==> src/rtl/stream_max_pkg.sv <==
// Shared definitions for the streaming signed extreme-value finder.
//   state_t  : frame controller states (ACCUM collects samples, HOLD offers
//              the frame result downstream)
//   MODE_MAX : select the largest sample of a frame
//   MODE_MIN : select the smallest sample of a frame
package stream_max_pkg;

  typedef enum logic {
    ACCUM = 1'b0,
    HOLD  = 1'b1
  } state_t;

  localparam int MODE_MAX = 0;
  localparam int MODE_MIN = 1;

endpackage

==> src/rtl/sint_better.sv <==
// Strict signed comparator: reports whether a candidate sample beats the
// current best under the selected ordering. Purely combinational.
//   cand   : candidate sample (signed)
//   best   : current best sample (signed)
//   better : 1 when cand > best (MODE_MAX) or cand < best (MODE_MIN);
//            equal values never count as better
module sint_better
  import stream_max_pkg::*;
#(
  parameter int WIDTH = 16,
  parameter int MODE  = MODE_MAX
) (
  input  logic signed [WIDTH-1:0] cand,
  input  logic signed [WIDTH-1:0] best,
  output logic                    better
);

  always_comb begin
    if (MODE == MODE_MIN) better = (cand < best);
    else                  better = (cand > best);
  end

endmodule

==> src/rtl/stream_max_sint.sv <==
// Streaming frame extreme-value finder for signed samples. Samples arrive on a
// valid/ready input stream, a frame ends with in_last, and one result per frame
// (extreme value, its position, frame length and overflow flag) is offered on a
// valid/ready output until it is taken.
//   clk, rst               : clock, asynchronous active-high reset
//   in_valid/in_ready      : input handshake
//   in_data, in_last       : signed sample and end-of-frame marker
//   out_valid/out_ready    : result handshake
//   out_data               : extreme value of the frame
//   out_idx                : 0-based position of out_data (first occurrence)
//   out_count              : samples in frame minus 1 (saturating)
//   out_ovf                : frame held more than 2**IDX_W samples
module stream_max_sint
  import stream_max_pkg::*;
#(
  parameter int WIDTH = 16,
  parameter int IDX_W = 8,
  parameter int MODE  = MODE_MAX
) (
  input  logic                    clk,
  input  logic                    rst,
  input  logic                    in_valid,
  output logic                    in_ready,
  input  logic signed [WIDTH-1:0] in_data,
  input  logic                    in_last,
  output logic                    out_valid,
  input  logic                    out_ready,
  output logic signed [WIDTH-1:0] out_data,
  output logic [IDX_W-1:0]        out_idx,
  output logic [IDX_W-1:0]        out_count,
  output logic                    out_ovf
);

  localparam logic [IDX_W-1:0] IDX_MAX = '1;
  localparam logic [IDX_W-1:0] IDX_ONE = {{(IDX_W-1){1'b0}}, 1'b1};

  state_t                  state, state_nxt;
  logic                    rdy_en;
  logic                    started;
  logic signed [WIDTH-1:0] best;
  logic [IDX_W-1:0]        best_idx;
  logic [IDX_W-1:0]        pos;
  logic                    ovf;

  logic                    accept;
  logic                    cand_better;
  logic                    pos_sat;
  logic [IDX_W-1:0]        cand_idx;
  logic signed [WIDTH-1:0] best_nxt;
  logic [IDX_W-1:0]        best_idx_nxt;
  logic [IDX_W-1:0]        pos_nxt;
  logic                    ovf_nxt;

  // rdy_en keeps in_ready low while rst is high and until the first clock
  // edge after release, independent of the state encoding.
  assign in_ready  = rdy_en && (state == ACCUM);
  assign out_valid = (state == HOLD);
  assign accept    = in_valid && in_ready;
  assign pos_sat   = (pos == IDX_MAX);

  sint_better #(
    .WIDTH (WIDTH),
    .MODE  (MODE)
  ) u_better (
    .cand   (in_data),
    .best   (best),
    .better (cand_better)
  );

  always_comb begin
    state_nxt = state;
    case (state)
      ACCUM:   if (accept && in_last) state_nxt = HOLD;
      HOLD:    if (out_ready)         state_nxt = ACCUM;
      default: state_nxt = ACCUM;
    endcase
  end

  // Frame accumulator update for the sample currently offered. Once the
  // position counter saturates it stops, later samples take the saturated
  // index and mark the frame as overflowed.
  always_comb begin
    best_nxt     = best;
    best_idx_nxt = best_idx;
    pos_nxt      = pos;
    ovf_nxt      = ovf;
    cand_idx     = pos_sat ? pos : (pos + IDX_ONE);
    if (!started) begin
      best_nxt     = in_data;
      best_idx_nxt = '0;
      pos_nxt      = '0;
      ovf_nxt      = 1'b0;
    end else begin
      pos_nxt = cand_idx;
      if (pos_sat) ovf_nxt = 1'b1;
      if (cand_better) begin
        best_nxt     = in_data;
        best_idx_nxt = cand_idx;
      end
    end
  end

  always_ff @(posedge clk or posedge rst) begin
    if (rst) begin
      state     <= ACCUM;
      rdy_en    <= 1'b0;
      started   <= 1'b0;
      best      <= '0;
      best_idx  <= '0;
      pos       <= '0;
      ovf       <= 1'b0;
      out_data  <= '0;
      out_idx   <= '0;
      out_count <= '0;
      out_ovf   <= 1'b0;
    end else begin
      state  <= state_nxt;
      rdy_en <= 1'b1;
      if (accept) begin
        if (in_last) begin
          // Result is latched into the output registers and the frame state
          // is cleared now; nothing is accepted in HOLD, so the next frame
          // starts clean after the result handshake.
          out_data  <= best_nxt;
          out_idx   <= best_idx_nxt;
          out_count <= pos_nxt;
          out_ovf   <= ovf_nxt;
          started   <= 1'b0;
          best      <= '0;
          best_idx  <= '0;
          pos       <= '0;
          ovf       <= 1'b0;
        end else begin
          started  <= 1'b1;
          best     <= best_nxt;
          best_idx <= best_idx_nxt;
          pos      <= pos_nxt;
          ovf      <= ovf_nxt;
        end
      end
    end
  end

endmodule

==> config.mk <==
export PLATFORM = sky130hd
export DESIGN_NAME = stream_max_sint
export DESIGN_NICKNAME = d
export VERILOG_FILES = /design/src/rtl/stream_max_pkg.sv /design/src/rtl/sint_better.sv /design/src/rtl/stream_max_sint.sv
export SDC_FILE = /design/constraint.sdc
export NUM_CORES = 1
export LEC_CHECK = 0
export BUFFER_PORTS_ARGS = -buffer_cell sky130_fd_sc_hd__buf_2
export CAP_MARGIN = 30
export CORE_UTILIZATION = 50
export CTS_CLUSTER_DIAMETER = 200
export DETAILED_ROUTE_END_ITERATION = 7
export PLACE_DENSITY = 0.74
export SLEW_MARGIN = 20
export SYNTH_ARGS = -nofsm -noshare
export SYNTH_HDL_FRONTEND = slang
export SYNTH_SLANG_ARGS = --single-unit
==> constraint.sdc <==
create_clock -name clk -period 2.3 [get_ports clk]
set_input_delay 0.575 -clock clk [delete_from_list [all_inputs] [get_ports clk]]
set_output_delay 0.575 -clock clk [all_outputs]
set_load 0.02 [all_outputs]
==> impl_metrics.env <==
export IMPL_ioPinCount=56
export IMPL_critPathKind="register to register"
export IMPL_final_max_slew_viol_count=0
export IMPL_synth_cell_types=53
export IMPL_period_needed_ns=2.55
export IMPL_drt_pass1_iter_count=5
export IMPL_numPortBuffers=55
export IMPL_yosysWarnings=0
export IMPL_fillCellCount=451
export IMPL_core_um2=6940
export IMPL_ys_flop_type="dfrtp_1"
export IMPL_avgSynthCellArea_um2=9.64
export IMPL_violations="setup timing"
export IMPL_syn_instance_count=382
export IMPL_tritoncts="yes"
export IMPL_wl_per_cell_um=19.6
export IMPL_cts_reportedPaths_clkPinSlew_ns=0.07
export IMPL_clockRootBuffer="clkbuf_8"
export IMPL_critPathSlowestCell="or4_4"
export IMPL_critPathMaxStageDelay_ns=0.55
export IMPL_cp_start_kind="register"
export IMPL_drt_iter0_markers=331
export IMPL_crit_family="compound AO/OA/AOI/OAI gates"
export IMPL_drc=0
export IMPL_setup_tns_ns=-10.01
export IMPL_power_leakage_uw=0.00236
export IMPL_fin_ws_ns=-0.249
export IMPL_arrival_ns=2.86
export IMPL_worst_path_max_fanout=6
export IMPL_status="complete, but fails checks"
export IMPL_dieArea_um2=7710
export IMPL_drv_cap=0
export IMPL_area_growth_pct=42.0
export IMPL_synthesis_nets=420
export IMPL_rrSetupSlack_ns=-0.25
export IMPL_async_reset_ff_share_pct=100
export IMPL_drive_above_1_share_pct=39.3
export IMPL_antenna_found_initial=0
export IMPL_clock_path_buffers=2
export IMPL_grt_pass1_wl_um=17300
export IMPL_place_area_um2=4660
export IMPL_worstSkewPairLatency_ns=0.37
export IMPL_start_util_pct=53.0
export IMPL_globalplace_congestion=0.887
export IMPL_ant_nets=0
export IMPL_wl_um=11800
export IMPL_cp_buffers_inverters=2
export IMPL_finalCritPeriodShare_pct=111
export IMPL_worst_slew_pin_slew_ns=0.684
export IMPL_power_density_nw_per_um2=981
export IMPL_cts_max_level=3
export IMPL_place_hpwl_um=7310
export IMPL_grt_setup_unrepaired="true"
export IMPL_vdd_ir_drop_max_v=0.000726
export IMPL_max_freq_ghz=0.392
export IMPL_clkSinkCount=69
export IMPL_path_cells="inv_2 > ha_4 > nand4_1 > or4_4 > a21o_4 > a31o_4 > buf_6 > a211oi_2 > a211o_1"
export IMPL_nNetsFinal=540
export IMPL_grt_max_degree=32
export IMPL_hp_class="input pin to asynchronous set/reset pin"
export IMPL_first_global_vias=3613
export IMPL_cts_buffers=9
export IMPL_slew_headroom_pct=54.3
export IMPL_critPathCaptureType="register"
export IMPL_utilization_pct=75.3
export IMPL_synth_seq_area_share_pct=46.9
export IMPL_num_rows=30
export IMPL_overflow=0
export IMPL_fin_area_um2=5230
export IMPL_worst_ep_required_time_ns=2.61
export IMPL_final_hold_viol_count=0
export IMPL_clock_skew_final_ns=0.00737
export IMPL_die_x_um=87.8
export IMPL_vias=3719
export IMPL_diodes=0
export IMPL_syn_area_um2=3680
export IMPL_grtUsageTotal_pct=29.8
export IMPL_die_height_um=87.8
export IMPL_ys_ff_latch=69
export IMPL_via_per_inst=6.17
export IMPL_synth_edf_count=0
export IMPL_setup_violations=48
cell families after synthesis:
kind of cell | synth area share, %
compound gates | 26.1
simple gates | 14.4
flops | 46.9
buf+inv | 6.01
fa+ha+maj | 5.77
xor+xnor | 0.476
other cells | 0.102
mux | 0.272
stage by stage:
| stage | total power [uW] | std cells | worst slack, ns | hold WS (ns) |
|---|---|---|---|---|
| 3_3_place_gp | 3550 | 574 | -0.659 | 0.453 |
| 5_1_grt | 5360 | 603 | -0.321 | 0.359 |
| 6_report | 5130 | 603 | -0.249 | 0.299 |
| 2_1_floorplan | 2820 | 382 | -0.197 | 0.455 |
| 3_5_place_dp | 3610 | 574 | -0.536 | 0.461 |
| 4_1_cts | 4800 | 594 | -0.177 | 0.323 |
report_power, final:
part / total, uW / internal [uW] / switching [uW]
registers: 1660 / 1490 / 170
logic: 2380 / 1070 / 1310
clock network: 1090 / 606 / 488
total: 5130 / 3160 / 1970
cells in the mapped netlist (2+ instances only):
cell type	number	area, um^2
buf_6	2	22.5
o21ai_1	2	10.0
o211ai_1	41	308
o311a_1	2	20.0
nand2_1	59	221
a31oi_1	6	37.5
inv_1	27	101
nor2_1	17	63.8
nand2b_1	2	12.5
o311ai_1	2	17.5
nor2b_1	4	25.0
nor3b_1	2	15.0
a22o_1	5	43.8
nor4_1	3	18.8
dfrtp_1	69	1730
o221a_2	3	33.8
a211o_1	2	17.5
a21o_1	2	15.0
buf_2	3	15.0
buf_4	3	22.5
a32o_1	15	150
a21oi_1	11	55.1
nand3_1	13	65.1
and3_1	2	12.5
nand4_1	7	43.8
xor2_1	2	17.5
clkbuf_1	15	56.3
a211oi_1	3	22.5
o21ai_0	18	90.1
ha_1	17	213
cell usage in the layout (no fill, tap or decap), drive strengths merged, types with 3 or more instances in the layout:
cell,instances
a211oi,3
clkbuf,11
o21ai,20
nor4,3
nand4,7
nand3,13
nor2,17
dfrtp,69
o221a,4
inv,26
a32o,15
a22o,5
o211ai,42
a21oi,11
ha,17
a31oi,6
buf,133
clkinv,3
nor2b,4
nand2,60
sequential cells by signal (all words and copies together), names as in the netlist:
name	count
best	16
out_data	16
best_idx	8
out_count	8
out_idx	8
pos	8
out_ovf	1
out_valid	1
ovf	1
rdy_en	1
started	1
routing by layer:
metal	vias to the layer above	wire (um)	global-route usage (%)
met5	-	0	0
met3	45	674	5.00
met1	1845	4610	33.5
met4	0	426	16.8
li1	1662	-	-
met2	167	6080	53.3
timing repair:
| item | in CTS | in global routing |
|---|---|---|
| pin swaps | 6 | 35 |
| gates cloned | 0 | 1 |
| resized for setup | 21 | 38 |
| setup endpoints to repair | 48 | 48 |
| hold buffers | 0 | 0 |
| buffers inserted | 4 | 8 |
final timing paths:
check,startpoint,endpoint,depth (start not counted)
max,best[15],best_idx[4],9
min,rst,out_data[14],2
max reg2reg,best[15],best_idx[4],9
min reg2reg,out_count[3],out_count[3],2
max in group asynchronous,rst,out_data[13],3
min in group clk,out_ready,out_valid,2
layout make-up:
type / count / area [um^2] / share of cell area, %
clock buffers: 11 / 131 / 2.51
well taps: 96 / 120 / 2.30
clock inverters: 5 / 75.1 / 1.44
inverters: 27 / 105 / 2.01
repair buffers: 133 / 987 / 18.9
flip-flops and latches: 69 / 1730 / 33.0
multi-input cells: 262 / 2090 / 39.9
No activity file was read; power rests on OpenSTA's default activity.
